**src/rtl/serial_pattern_tx_pkg.sv**
```systemverilog
// Shared types and constants for the serial pattern transmitter.
// The PAR state only exists when SERIAL_PATTERN_TX_PARITY_EN is defined.
package serial_pattern_tx_pkg;

`ifdef SERIAL_PATTERN_TX_PARITY_EN
    typedef enum logic [2:0] {
        ST_IDLE = 3'd0,
        ST_PRE  = 3'd1,
        ST_DATA = 3'd2,
        ST_PAR  = 3'd3,
        ST_STOP = 3'd4
    } state_e;
`else
    typedef enum logic [2:0] {
        ST_IDLE = 3'd0,
        ST_PRE  = 3'd1,
        ST_DATA = 3'd2,
        ST_STOP = 3'd4
    } state_e;
`endif

    localparam logic PRE_BIT  = 1'b1;
    localparam logic STOP_BIT = 1'b0;

    // Width needed for a counter that must hold max(width, pre_len)-1.
    function automatic int cnt_width(input int width, input int pre_len);
        int m;
        m = (width > pre_len) ? width : pre_len;
        return (m <= 2) ? 1 : $clog2(m);
    endfunction

endpackage

```
**src/rtl/serial_pattern_tx_shreg.sv**
```systemverilog
// WIDTH-bit load / shift-left register exposing its MSB.
module serial_pattern_tx_shreg #(
    parameter int WIDTH = 8
) (
    input  logic             clk,
    input  logic             areset_n,
    input  logic             load,
    input  logic             shift,
    input  logic [WIDTH-1:0] din,
    output logic             msb
);

    logic [WIDTH-1:0] sr_q;
    logic [WIDTH-1:0] sr_d;

    always_comb begin
        sr_d = sr_q;
        if (load) begin
            sr_d = din;
        end else if (shift) begin
            sr_d = {sr_q[WIDTH-2:0], 1'b0};
        end
    end

    always_ff @(posedge clk or negedge areset_n) begin
        if (!areset_n) begin
            sr_q <= '0;
        end else begin
            sr_q <= sr_d;
        end
    end

    assign msb = sr_q[WIDTH-1];

endmodule

```
**src/rtl/serial_pattern_tx.sv**
```systemverilog
// Framed serial transmitter: preamble 1s, payload MSB first, optional even
// parity (SERIAL_PATTERN_TX_PARITY_EN), stop 0. Outputs are registered.
//
// state | meaning
// IDLE  | line low, waiting for a word
// PRE   | PRE_LEN preamble 1-bits
// DATA  | WIDTH payload bits, MSB first
// PAR   | even parity of payload (parity build only)
// STOP  | stop bit 0, done pulse, may accept the next word
module serial_pattern_tx
    import serial_pattern_tx_pkg::*;
#(
    parameter int WIDTH   = 8,
    parameter int PRE_LEN = 2
) (
    input  logic             clk,
    input  logic             areset_n,
    input  logic [WIDTH-1:0] data,
    input  logic             valid,
    output logic             ready,
    output logic             sout,
    output logic             busy,
    output logic             done
);

    localparam int CW = cnt_width(WIDTH, PRE_LEN);
    localparam logic [CW-1:0] PRE_LAST  = CW'(PRE_LEN - 1);
    localparam logic [CW-1:0] DATA_LAST = CW'(WIDTH - 1);

    state_e        state_q, state_d;
    logic [CW-1:0] cnt_q, cnt_d;
    logic          sout_q, sout_d;
    logic          busy_q, busy_d;
    logic          done_q, done_d;
    logic          accept;
    logic          sr_load;
    logic          sr_shift;
    logic          sr_msb;

`ifdef SERIAL_PATTERN_TX_PARITY_EN
    logic parity_q, parity_d;
`endif

    assign ready  = (state_q == ST_IDLE) || (state_q == ST_STOP);
    assign accept = valid && ready;

    serial_pattern_tx_shreg #(
        .WIDTH(WIDTH)
    ) u_shreg (
        .clk      (clk),
        .areset_n (areset_n),
        .load     (sr_load),
        .shift    (sr_shift),
        .din      (data),
        .msb      (sr_msb)
    );

    always_comb begin
        state_d = state_q;
        cnt_d   = cnt_q;
        unique case (state_q)
            ST_IDLE: begin
                if (accept) begin
                    state_d = ST_PRE;
                    cnt_d   = '0;
                end
            end
            ST_PRE: begin
                if (cnt_q == PRE_LAST) begin
                    state_d = ST_DATA;
                    cnt_d   = '0;
                end else begin
                    cnt_d = cnt_q + 1'b1;
                end
            end
            ST_DATA: begin
                if (cnt_q == DATA_LAST) begin
`ifdef SERIAL_PATTERN_TX_PARITY_EN
                    state_d = ST_PAR;
`else
                    state_d = ST_STOP;
`endif
                    cnt_d = '0;
                end else begin
                    cnt_d = cnt_q + 1'b1;
                end
            end
`ifdef SERIAL_PATTERN_TX_PARITY_EN
            ST_PAR: begin
                state_d = ST_STOP;
                cnt_d   = '0;
            end
`endif
            ST_STOP: begin
                state_d = accept ? ST_PRE : ST_IDLE;
                cnt_d   = '0;
            end
            default: begin
                state_d = ST_IDLE;
                cnt_d   = '0;
            end
        endcase
    end

    // Outputs are registered from the next state, so the first preamble bit
    // appears right after the accepting edge. The shift that consumes the MSB
    // happens on the same edge that registers it onto sout.
    always_comb begin
        sr_load  = accept;
        sr_shift = (state_d == ST_DATA);
        busy_d   = (state_d != ST_IDLE);
        done_d   = (state_d == ST_STOP);
        sout_d   = 1'b0;
        case (state_d)
            ST_PRE:  sout_d = PRE_BIT;
            ST_DATA: sout_d = sr_msb;
`ifdef SERIAL_PATTERN_TX_PARITY_EN
            ST_PAR:  sout_d = parity_q;
`endif
            ST_STOP: sout_d = STOP_BIT;
            default: sout_d = 1'b0;
        endcase
    end

`ifdef SERIAL_PATTERN_TX_PARITY_EN
    assign parity_d = accept ? ^data : parity_q;

    always_ff @(posedge clk or negedge areset_n) begin
        if (!areset_n) begin
            parity_q <= 1'b0;
        end else begin
            parity_q <= parity_d;
        end
    end
`endif

    always_ff @(posedge clk or negedge areset_n) begin
        if (!areset_n) begin
            state_q <= ST_IDLE;
            cnt_q   <= '0;
            sout_q  <= 1'b0;
            busy_q  <= 1'b0;
            done_q  <= 1'b0;
        end else begin
            state_q <= state_d;
            cnt_q   <= cnt_d;
            sout_q  <= sout_d;
            busy_q  <= busy_d;
            done_q  <= done_d;
        end
    end

    assign sout = sout_q;
    assign busy = busy_q;
    assign done = done_q;

endmodule

```
**config.mk**
```make
export PLATFORM = sky130hd
export DESIGN_NAME = serial_pattern_tx
export DESIGN_NICKNAME = d
export VERILOG_FILES = /design/src/rtl/serial_pattern_tx_pkg.sv /design/src/rtl/serial_pattern_tx_shreg.sv /design/src/rtl/serial_pattern_tx.sv
export SDC_FILE = /design/constraint.sdc
export NUM_CORES = 1
export LEC_CHECK = 0
export ABC_AREA = 1
export CAP_MARGIN = 25
export CORE_MARGIN = 4
export CORE_UTILIZATION = 45
export CTS_BUF_LIST = sky130_fd_sc_hd__clkbuf_16
export CTS_CLUSTER_SIZE = 24
export DETAILED_ROUTE_END_ITERATION = 6
export PLACE_DENSITY = 0.7
export SLEW_MARGIN = 10
export SYNTH_ARGS = -nofsm -noshare
export SYNTH_HDL_FRONTEND = slang
export SYNTH_SLANG_ARGS = --single-unit
```
**constraint.sdc**
```tcl
create_clock -name clk -period 1.4 [get_ports clk]
set_clock_uncertainty 0.05 [all_clocks]
set_input_delay 0.28 -clock clk [delete_from_list [all_inputs] [get_ports clk]]
set_output_delay 0.28 -clock clk [all_outputs]
set_load 0.01 [all_outputs]
```
# After elaboration in Yosys (flattened, before gate mapping)
# Index checks and enable logic that the tools add are counted.
# classes
n_reduce_logical,5
n_mux,12
n_addsub,1
bitwise_logic,0
multipliers,0
n_lt_le_gt_ge,0
div_mod_pow,0
eq_ne,9
shifts,0
# op_table
cell,count
$mux 3,6
$mux 8,2
$pmux 3 s4,1
$eq 3x1->1 const B,3
$eq 3x3->1 const B,3
$pmux 3 s3,1
$eq 3x2->1 const B,2
$add 3x1->3 const B,1
$logic_not 3->1,1
$reduce_bool 3->1,1
$ne 2x2->1 const B,1
$pmux 1 s2,1
$reduce_bool 2->1,1
$logic_and 1x1->1,1
$logic_or 1x1->1,1
$mux 1,1
# totals
output_inout_bits,4
ram_bits,0
ff_bits,17
word_cells,33
mem_count,0
latch_bits,0
inputBits,11
romBits,0

# Logic depth before layout (Yosys ltp)
# Gate-level depths: netlist of the first run.
# logic_depth
depth_word,8
depth_mapped,9
depth_no_buf,9

# Modules after synthesis
# Synthesis of the first run repeated with hierarchy kept, for this count alone.
# unflattened
hier_cells,101
hier_area_um2,840.8
# modules_own_cells
mod,seq_area_each_um2,cells_per_inst,instances,area_each_um2
serial_pattern_tx,225.2,58,1,464.2
serial_pattern_tx_shreg,200.2,43,1,376.6

# Worst setup path before layout of the first run
# Ideal clock, no wire load.
# synth_timing
path_kind,reg-to-reg
from,register cnt_q[0]
to,register u_shreg.sr_q[1]
period_less_slack_ps,1362
arrival_ps,1195
path_stages_with_launch,8
n_path_buf,1
setup_time_ps,117
slack_ps,38
path_cell_list,dfrtp_1 > ha_1 > ha_1 > inv_1 > nand3_2 > buf_4 > nand4_1 > nand2_1
# synth_between
elab_chain_cells,5
word_cells_on_any_way,7
classes_between,eq/ne: 3; mux: 3; reduce/logical: 1
# synth_lines
element,line,rtl
start: declaration,serial_pattern_tx.sv:31,"logic [CW-1:0] cnt_q, cnt_d;"
start signal: assignment,serial_pattern_tx.sv:146,cnt_q <= cnt_d;
$eq 3x3->1 or $eq 3x1->1 (tied branches),"serial_pattern_tx.sv:77, serial_pattern_tx.sv:69",
"$mux 3, on equally long branches","serial_pattern_tx.sv:77, serial_pattern_tx.sv:69",
$pmux 3 s4 *,serial_pattern_tx.sv:61,unique case (state_q)
$eq 3x2->1 *,serial_pattern_tx.sv:110,sr_shift = (state_d == ST_DATA);
$reduce_bool 2->1 (no line) *,--,
end signal: assignment,serial_pattern_tx_shreg.sv:29,sr_q <= sr_d;
end: declaration,serial_pattern_tx_shreg.sv:13,logic [WIDTH-1:0] sr_q;
# Every way passes the cells marked *; elsewhere a longest branch is shown, timed or not.
# A chain may end at the register's enable or synchronous reset.

# Worst setup path after layout of the first run
# layout_timing
from,register cnt_q[1]
to,register u_shreg.sr_q[2]
# Same word-level chain as after synthesis.

==> metrics.csv, run 1 <==
stage;metric;value;unit
routing;Vias/cell;4.93;
final_layout;Finished Core Util;71.2;%
run;max_cap viols;0;
sta;fmax;720;MHz
sta;Finish-stage setup viols;0;
final_layout;Area Growth Syn to Fin;45.0;%
power;Reg power frac;29.7;%
synthesis;main combinational cell family by area after synthesis;simple AND/OR/NAND/NOR gates;
routing;Initial DRC Count;9;
setup_path;Crit path largest cell delay;400;ps
setup_path;worst path required time;1530;ps
synthesis;post-synthesis compound-gate area fraction;0;%
setup_path;critical path's top delay family;simple AND/OR/NAND/NOR gates;
final_layout;number of fill cells in the layout;147;
sta;slew margin rel.;69.4;%
routing;DRC;0;
power;Pleak;0.681;nW
place;Post-DP HPWL;1.30;mm
floorplan;Die Y;52.3;µm
power;Sw Ratio;38.9;%
setup_path;Worst EP arrival;1520;ps
synthesis;mux contribution to synthesized area;0;%
synthesis;cell count after synthesis;108;
clock_tree;Reg clk slew, reported paths;50;ps
power;P_sw;1.01;mW
sta;RSZ-0062 raised after global routing;true;
global_routing;first-pass GRT wire length;3.06;mm
setup_path;CP Launch Point;cnt_q[1];
power;combinational power share;49.0;%
final_layout;share of cells above drive strength 1;28.7;%
routing;routed via count;794;
setup_path;Crit path buffers/inverters;2;
clock_tree;clk_lat worst skew;240;ps
synthesis;Yosys warning total;0;
setup_path;CP max FO;7;
floorplan;# IOs;15;
final_layout;antenna cell count;0;
global_routing;number of global-route vias before repair;704;
setup_path;Setup crit end kind;register;
synthesis;synthesized cell area;885;µm²
sta;Hold Violations, Final;0;
routing;post-route ant nets;0;
place;# port buffers;14;
place;Place WS;-129;ps
clock_tree;CTS tree;built;
floorplan;row cnt;15;
clock_tree;depth of the CTS H-tree;1;
place;routability congestion estimate;0.832;
global_routing;initial antenna violation count;0;
synthesis;#FFs+latches synth;17;
sta;final period utilization;99.2;%
global_routing;Total GRT Usage;15.4;%
synthesis;adder-cell share of the synthesized area;4.24;%
setup_path;worst path cell trace;inv_1 -> ha_4 -> inv_2 -> nor2_4 -> nand3_4 -> nand3_4 -> nand2_1 -> nand2_1;
place;Cell Area, Placed;1110;µm²
global_routing;total gr overflow;0;
setup_path;r2r startpoint;cnt_q[1];
synthesis;Seq/Total Area, Yosys;48.1;%
clock_tree;CTS max path bufs;2;
sta;minimum clock period;1390;ps
routing;drt first pass iters;4;
synthesis;XOR/XNOR share of the synthesized area;0;%
floorplan;Die ar.;2740;µm²
final_layout;Final nets;151;
sta;Max Slew Vio Count;0;
worst_hold_path;Hold/Removal Path Class;input port to async pin;
floorplan;Core Footprint;1800;µm²
synthesis;Syn Area/Cell;8.19;µm²
routing;Post-Route WL;2.07;mm
synthesis;post-synth net total;122;
clock_tree;CTS root buffer;clkbuf_16;
sta;setup TNS;0;ps
floorplan;DIE WIDTH;52.3;µm
outcome;status;finished, final reports clean;
setup_path;Crit Path Class;register to register;
setup_path;critical path startpoint category;register;
sta;Hold Worst Slack;306;ps
power;clock share of power;21.4;%
clock_tree;CTS Buf Count;3;
global_routing;largest net degree at the start of global routing;18;
floorplan;Starting Density;49.1;%
sta;worst setup margin;10.9;ps
routing;Avg WL per Cell;12.9;µm
sta;Worst Tran Pin Value;455;ps
power;worst vdd ir;0.00121;V
power;Pint;1.60;mW
power;PD cells;2030;nW/µm²
synthesis;Simple-Gate Fraction of Synth Area;40.7;%
clock_tree;hold buffers post-CTS;0;
clock_tree;clock sinks;17;
final_layout;final instance area;1280;µm²
setup_path;Slowest-stage cell, CP;dfrtp_1;
synthesis;number of library cell types mapped by synthesis;17;
==> per-stage QoR <==
step / total power [mW] / std cells
CTS: 2.42 / 159
detailed placement: 1.83 / 155
global placement: 1.80 / 155
floorplan: 1.45 / 108
global route: 2.83 / 161
finish: 2.61 / 161
==> cell usage after synthesis (all sizes together) <==
| cell | number | share of area [%] |
|---|---|---|
| nor2 | 5 | 2.7 |
| nor3b | 1 | 1.4 |
| nand2 | 53 | 24 |
| dfrtp | 17 | 48 |
| nor3 | 2 | 1.1 |
| nand3 | 6 | 5.9 |
| buf | 2 | 2.1 |
| ha | 3 | 4.2 |
| nand4 | 8 | 5.7 |
| inv | 10 | 4.2 |
| clkinv | 1 | 0.57 |
==> power by group through the flow <==
stage          clock network [mW]  logic, mW  registers, mW
3_3_place_gp                    0       1.04          0.760
6_report                    0.557       1.28          0.774
4_1_cts                     0.573       1.09          0.759
5_1_grt                     0.606       1.43          0.793
2_1_floorplan                   0      0.672          0.780
3_5_place_dp                    0       1.06          0.766
==> final timing paths <==
kind / to / slack (ps) / depth (start not counted)
min in group clk: sout / 440 / 2
max in group asynchronous: cnt_q[0] / 800 / 2
max reg2reg: u_shreg.sr_q[2] / 10 / 8
min reg2reg: sout / 440 / 2
min: cnt_q[2] / 310 / 2
max: u_shreg.sr_q[2] / 10 / 8
==> placed cells by master, fill, tap and decap left out <==
cell type / count
buf_4: 8
buf_6: 3
clkbuf_16: 3
clkbuf_2: 1
clkdlybuf4s50_1: 10
clkinv_2: 2
dfrtp_1: 17
dlygate4sd2_1: 3
ha_2: 1
ha_4: 2
inv_1: 7
inv_2: 3
nand2_1: 46
nand2_2: 5
nand2_4: 2
nand3_1: 2
nand3_2: 2
nand3_4: 3
nand4_1: 8
nor2_1: 2
nor2_2: 2
nor2_4: 1
nor3_1: 2
nor3b_2: 1
==> per-layer routing <==
| metal | vias up | global-route usage (%) | wire length, µm |
|---|---|---|---|
| li1 | 398 | - | - |
| met1 | 368 | 18.3 | 838 |
| met2 | 24 | 24.2 | 1100 |
| met3 | 4 | 5.98 | 107 |
| met4 | 0 | 7.23 | 27 |
| met5 | - | 0 | 0 |
==> registers in the layout (all words and copies together), names as in the netlist <==
name	flops
done	1
sout	1
state_q	3
busy	1
cnt_q	3
u_shreg.sr_q	8
==> kinds of logic after synthesis <==
kind of cell,count (synthesis)
fa+ha+maj,3
buf+inv,13
simple gates,75
flops,17
==> cell type report <==
class	count	area [µm²]	share of cell area, %
inverters	11	42.5	3.32
clock buffers	3	75.1	5.85
well taps	25	31.3	2.44
clock inverters	1	5.00	0.390
flip-flops and latches	17	425	33.2
multi-input cells	79	478	37.3
repair buffers	25	225	17.6
==> what timing repair did <==
action                     in CTS  in global routing
setup endpoints to repair      16                 13
cloned                          0                  1
gates resized for setup        11                 16
pin swaps                       1                 17
setup buffers                   0                  1
Note: power is estimated with default switching activity, not from simulation.
==> run 2, diff against run 1 <==
PLACE_DENSITY = 0.72   (was 0.7)
==> run 2 against run 1 <==
Compared with the run above:
- the run now ends with setup timing left
- first-iteration DRC count increased to 4.6 times the previous value
- final area rose by 0.59%
- sequential power up 2.6%
- die area stayed put
- register-to-register slack worse by 80 ps
- critical path type unchanged
- critical endpoint is now busy
- largest power group unchanged
==> metrics.csv, run 2 (same netlist as run 1, synthesis figures left out) <==
stage;metric;value;unit;change
outcome;status;complete, but fails checks;;
outcome;failing checks;setup timing;;
sta;Worst Tran Pin Value;343;ps;-113 ps
setup_path;Setup crit end kind;register;;
routing;Initial DRC Count;41;;+32
power;clock share of power;20.9;%;-0.5 points
final_layout;most frequent cells in the layout;nand2_1, dfrtp_1, clkdlybuf4s50_1, nand4_1, buf_4;;
final_layout;max reg flops;8;;unchanged
place;Placed Cells;154;;-0.65%
floorplan;DIE WIDTH;52.3;µm;unchanged
clock_tree;Reg clk slew, reported paths;50;ps;about the same
power;worst vdd ir;0.00104;V;-14%
worst_hold_path;Hold/Removal Path Class;input port to async pin;;
routing;Top Metal Used;met4;;
clock_tree;depth of the CTS H-tree;1;;unchanged
setup_path;Slowest-stage cell, CP;dfrtp_1;;
sta;minimum clock period;1470;ps;+79.3 ps
final_layout;Largest Register;u_shreg.sr_q;;
power;P_sw;1.07;mW;+5.4%
routing;total met2 wirelength after detailed routing;1.16;mm;+5.4%
routing;Met3 Wirelength;143;µm;+34%
global_routing;number of global-route vias before repair;737;;+4.7%
setup_path;CP Launch Point;cnt_q[1];;
floorplan;Die Y;52.3;µm;unchanged
global_routing;Total GRT Usage;18.9;%;+3.4 points
setup_path;CP max FO;4;;-3
clock_tree;CTS root buffer;clkbuf_16;;
global_routing;first-pass GRT wire length;3.57;mm;+17%
final_layout;antenna cell count;0;;unchanged
floorplan;Core Footprint;1800;µm²;unchanged
sta;Finish-stage setup viols;12;;+12
power;combinational power share;49.4;%;+0.4 points
setup_path;Worst EP arrival;1550;ps;+30 ps
routing;drt first pass iters;4;;unchanged
final_layout;Area Growth Syn to Fin;45.8;%;
sta;slew margin rel.;77.0;%;+7.6 points
clock_tree;clk_lat worst skew;240;ps;about the same
routing;Avg WL per Cell;14.2;µm;+10%
place;routability congestion estimate;0.817;;-1.8%
floorplan;Die ar.;2740;µm²;unchanged
power;Pint;1.60;mW;+0.60%
setup_path;worst path cell trace;ha_2 -> ha_4 -> inv_2 -> nand3_4 -> buf_6 -> nand2_4 -> nor2_1 -> nand2_1;;
clock_tree;clock sinks;17;;unchanged
power;Reg power frac;29.7;%;about the same
place;Place WS;-83.5;ps;+45.3 ps
sta;fmax;681;MHz;-5.4%
clock_tree;CTS Buf Count;3;;unchanged
final_layout;most common cell after layout, fill and taps aside;nand2_1;;
setup_path;Crit path largest cell delay;390;ps;about the same
sta;final period utilization;105;%;+5.7 points
sta;worst setup margin;-68.3;ps;-79.3 ps
sta;setup TNS;-461;ps;-461 ps
place;# port buffers;14;;unchanged
routing;routed via count;840;;+5.8%
floorplan;Starting Density;49.1;%;unchanged
power;Pleak;0.679;nW;-0.25%
sta;Max Slew Vio Count;0;;unchanged
clock_tree;CTS tree;built;;
place;Post-DP HPWL;1.29;mm;-0.45%
global_routing;largest net degree at the start of global routing;18;;unchanged
setup_path;Crit Path Class;register to register;;
global_routing;initial antenna violation count;0;;unchanged
routing;Post-Route WL;2.29;mm;+10%
sta;Hold Violations, Final;0;;unchanged
routing;post-route ant nets;0;;unchanged
routing;Vias/cell;5.22;;+5.8%
final_layout;Final nets;151;;unchanged
power;PD cells;2070;nW/µm²;+1.9%
clock_tree;CTS max path bufs;2;;unchanged
run;max_cap viols;0;;unchanged
setup_path;r2r startpoint;cnt_q[1];;
floorplan;row cnt;15;;unchanged
final_layout;top flop regs;u_shreg.sr_q x8, cnt_q x3, state_q x3;;
floorplan;# IOs;15;;unchanged
routing;DRC;0;;unchanged
final_layout;Non-Filler Instances;161;;unchanged
sta;RSZ-0062 raised after global routing;true;;
power;Sw Ratio;40.0;%;+1.1 points
global_routing;total gr overflow;0;;unchanged
setup_path;critical path startpoint category;register;;
setup_path;worst path required time;1480;ps;-50 ps
setup_path;Worst Reg-to-Reg Cells;8;;unchanged
routing;detailed-routing wirelength on met1;940;µm;+12%
final_layout;share of cells above drive strength 1;30.1;%;+1.5 points
run 2: path summary, 6_finish.rpt:
kind                              endpoint  slack (ps)
worst max-delay path                  busy         -70
worst min-delay path            state_q[2]         310
worst max register to register        busy         -70
worst min register to register        sout         470
max in group asynchronous       state_q[1]         780
min in group clk                      sout         470
run 2: power by group through the flow:
stage               Sequential [mW]  Clock (mW)  Combinational (mW)
floorplan                     0.780           0               0.672
global placement              0.769           0                1.03
detailed placement            0.774           0                1.05
CTS                           0.788       0.563                1.16
global route                  0.810       0.590                1.46
finish                        0.794       0.559                1.32
run 2: cell type report:
| class | count | area [µm²] |
|---|---|---|
| Fill cell | 140 | 512 |
| Multi-Input combinational cell | 79 | 485 |
| Sequential cell | 17 | 427 |
| Timing Repair Buffer | 25 | 225 |
| Clock buffer | 3 | 75.1 |
| Inverter | 11 | 42.5 |
| Tap cell | 25 | 31.3 |
| Clock inverter | 1 | 3.75 |
run 2: layer usage:
metal | vias to the layer above | track usage, %
li1 | 399 | -
met4 | 0 | 7.66
met2 | 30 | 32.4
met5 | - | 0
met1 | 405 | 22.7
met3 | 6 | 3.70
run 2: critical path, delay by kind of cell (launching register included):
| family | cells | cell delay, ps |
|---|---|---|
| buffers and inverters | 2 | 180 |
| and+or+nand+nor | 4 | 350 |
| DFF | 1 | 390 |
| adders and majority gates | 2 | 390 |
run 2: timing repair:
item	in CTS	in global routing
hold buffers	0	0
setup buffers	0	2
gates resized for setup	20	12
endpoints found under the hold margin	0	0
pin swaps	2	11
cloned	1	0
setup endpoints to repair	16	14
run 2: metrics by stage:
step                      hold WS (ps)  total power, mW  cell area (µm²)  utilization (%)
after global placement             429             1.80             1100             61.3
after CTS                          313             2.51             1250             69.4
after detailed placement           431             1.83             1100             61.3
after global routing               328             2.86             1290             71.6
final                              310             2.67             1290             71.6
after floorplan                  -65.6             1.45              885                -
==> run 3, diff against run 2 <==
ABC_AREA = 0   (was 1)
PLACE_DENSITY = 0.73   (was 0.72)
==> run 3 against run 2 <==
Compared with the run above:
- the run still ends with setup timing left
- register-to-register slack got worse by 200 ps
- critical path type unchanged
- non-clock buffer count increased by 3
- die area decreased by 6.4%
- area after synthesis decreased by 7.5%
- via count decreased by 25%
- largest power group unchanged
- largest cell class is now flip-flops and latches
- final area decreased by 5.7%
- critical endpoint is now u_shreg.sr_q[4]
- sequential share of layout area increased by 2.1 points
==> metrics.csv, run 3 <==
stage;metric;value;unit;change
outcome;status;complete, but fails checks;;
outcome;failing checks;setup timing;;
final_layout;most common cell after layout, fill and taps aside;dfrtp_1;;
sta;setup TNS;-2450;ps;-1990 ps
routing;post-route ant nets;0;;unchanged
global_routing;first-pass GRT wire length;3.06;mm;-14%
final_layout;Final nets;114;;-25%
sta;minimum clock period;1670;ps;+202 ps
global_routing;total gr overflow;0;;unchanged
place;Post-DP HPWL;1.20;mm;-6.9%
run;max_cap viols;0;;unchanged
power;worst vdd ir;0.00115;V;+10%
synthesis;cell with the most instances after synthesis;dfrtp_1;;
power;PD cells;2020;nW/µm²;-2.4%
synthesis;Async SR Flop Fraction;100;%;unchanged
routing;Vias/cell;5.10;;-2.3%
synthesis;most common library cells after synthesis;dfrtp_1, a221o_1, and2_1;;
setup_path;CP max FO;10;;+6
sta;Hold Violations, Final;0;;unchanged
global_routing;initial antenna violation count;0;;unchanged
sta;final period utilization;119;%;+14 points
clock_tree;CTS tree;built;;
setup_path;Worst Reg-to-Reg Cells;6;;-2
sta;Finish-stage setup viols;12;;unchanged
sta;Max Slew Vio Count;0;;unchanged
sta;worst setup margin;-270;ps;-202 ps
final_layout;most frequent cells in the layout;dfrtp_1, buf_4, clkdlybuf4s50_1, and2_1, a221o_1;;
synthesis;Yosys warning total;0;;unchanged
setup_path;worst r2r dst;u_shreg.sr_q[4];;
clock_tree;CTS max path bufs;2;;unchanged
clock_tree;CTS root buffer;clkbuf_16;;
routing;drt first pass iters;4;;unchanged
floorplan;Die Y;50.6;µm;-3.2%
clock_tree;clk_lat worst skew;240;ps;about the same
setup_path;r2r startpoint;cnt_q[0];;
floorplan;Starting Density;47.4;%;-1.7 points
synthesis;Syn Area/Cell;11.5;µm²;+41%
routing;Post-Route WL;1.76;mm;-23%
clock_tree;clock sinks;17;;unchanged
floorplan;Core Footprint;1730;µm²;-4.2%
synthesis;synthesized cell area;818;µm²;-7.5%
final_layout;antenna cell count;0;;unchanged
setup_path;critical path startpoint category;register;;
sta;slew margin rel.;66.7;%;-10 points
place;# port buffers;14;;unchanged
place;Place WS;-292;ps;-209 ps
final_layout;top flop regs;u_shreg.sr_q x8, cnt_q x3, state_q x3;;
global_routing;largest net degree at the start of global routing;18;;unchanged
clock_tree;depth of the CTS H-tree;1;;unchanged
final_layout;Area Growth Syn to Fin;48.6;%;
setup_path;Setup crit end kind;register;;
synthesis;number of library cell types mapped by synthesis;26;;+9
setup_path;Crit Path Class;register to register;;
setup_path;worst path required time;1480;ps;about the same
synthesis;Yosys top cell area share;52.0;%;+3.9 points
synthesis;Seq/Total Area, Yosys;52.0;%;+3.9 points
final_layout;Largest Register;u_shreg.sr_q;;
clock_tree;CTS Buf Count;3;;unchanged
routing;Initial DRC Count;4;;-90%
final_layout;max reg flops;8;;unchanged
floorplan;DIE WIDTH;50.6;µm;-3.2%
sta;fmax;599;MHz;-12%
setup_path;R2R setup slack;-270;ps;-200 ps
power;Pleak;0.534;nW;-21%
synthesis;post-synth net total;85;;-30%
synthesis;Post-synth top flop;dfrtp_1;;
worst_hold_path;Hold/Removal Path Class;input port to async pin;;
routing;DRC;0;;unchanged
floorplan;Die ar.;2560;µm²;-6.4%
routing;Avg WL per Cell;14.2;µm;about the same
sta;RSZ-0062 raised after global routing;true;;
floorplan;row cnt;15;;unchanged
synthesis;cell taking the most area after synthesis;dfrtp_1;;
setup_path;Worst EP arrival;1750;ps;+200 ps
place;routability congestion estimate;0.811;;-0.69%
place;Cell Area, Placed;1090;µm²;-1.5%
global_routing;Total GRT Usage;15.9;%;-3.0 points
global_routing;number of global-route vias before repair;623;;-15%
synthesis;#FFs+latches synth;17;;unchanged
synthesis;EDFF count, synth;0;;unchanged
synthesis;cell count after synthesis;71;;-34%
final_layout;final instance area;1220;µm²;-5.7%
clock_tree;Reg clk slew, reported paths;50;ps;about the same
floorplan;# IOs;15;;unchanged
final_layout;number of fill cells in the layout;128;;-8.6%
routing;routed via count;632;;-25%
synthesis;ranking of synthesized cells by area;dfrtp_1, a221o_1, and2_1;;
final_layout;share of cells above drive strength 1;32.3;%;+2.2 points
sta;Hold Worst Slack;306;ps;-4.03 ps
sta;Worst Tran Pin Value;499;ps;+157 ps
==> run 3: changes by cell type after synthesis, sizes merged, moves of 3 or more <==
cell	previous run	this run
nand3	6	0
nor2b	0	3
a221o	0	7
nand4	8	0
nor2	5	2
and2	0	7
inv	10	2
nand2	53	5
==> run 3: cell families (layout without fill, tap and decap cells) <==
group	Yosys count	count (layout)	synth area share [%]
simple gates	27	27	20.3
flops	17	17	52.0
compound gates	18	18	18.0
fa+ha+maj	3	3	4.59
buf+inv	6	34	5.05
==> run 3: worst max-delay path: stages, from the launching register on <==
cell and delay [ps]:
dfrtp_1 400, ha_2 220, ha_4 170, nor3b_2 60
o21a_1 200, buf_12 140, a221o_1 310
==> run 3: routing by layer <==
metal	wire [µm]	GRT usage (%)
met3	66	3.86
met2	855	26.1
met1	826	20.9
met4	13	4.04
met5	0	0
==> run 3: worst max-delay path by stage <==
| stage | startpoint | end | slack, ps | cells past startpoint |
|---|---|---|---|---|
| floorplan | cnt_q[0] | u_shreg.sr_q[7] | -150 | 6 |
| global placement | valid | u_shreg.sr_q[6] | -270 | 4 |
| detailed placement | valid | u_shreg.sr_q[1] | -290 | 4 |
| CTS | cnt_q[0] | u_shreg.sr_q[1] | -290 | 6 |
| global route | cnt_q[0] | u_shreg.sr_q[1] | -350 | 5 |
| finish | cnt_q[0] | u_shreg.sr_q[4] | -270 | 6 |
==> run 3: timing repair <==
item,CTS,global route
endpoints found under the hold margin,0,0
gates resized for setup,6,10
endpoints found under the setup margin,17,16
setup buffers,1,2
hold buffers,0,0
pin swaps,2,0
gates cloned,0,0
==> run 3: layout make-up <==
type / instances / area [µm²] / share of cell area (%)
clock buffer: 3 / 75.1 / 6.17
clock inverter: 1 / 5.00 / 0.412
inverter: 2 / 7.51 / 0.617
multi-input combinational: 48 / 407 / 33.4
sequential: 17 / 428 / 35.2
tap: 25 / 31.3 / 2.57
timing repair buffer: 28 / 263 / 21.6
==> run 3: power breakdown <==
part,total (mW),internal (mW),switching (mW)
registers,0.856,0.695,0.161
clock network,0.569,0.382,0.187
logic,1.04,0.600,0.435
total,2.46,1.68,0.783
==> run 3: through the flow <==
| step | utilization [%] | power [mW] | instances |
|---|---|---|---|
| 2_1_floorplan | - | 1.47 | 71 |
| 3_3_place_gp | 63.0 | 1.78 | 117 |
| 3_5_place_dp | 63.0 | 1.81 | 117 |
| 4_1_cts | 68.0 | 2.36 | 122 |
| 5_1_grt | 70.4 | 2.63 | 124 |
| 6_report | 70.4 | 2.46 | 124 |
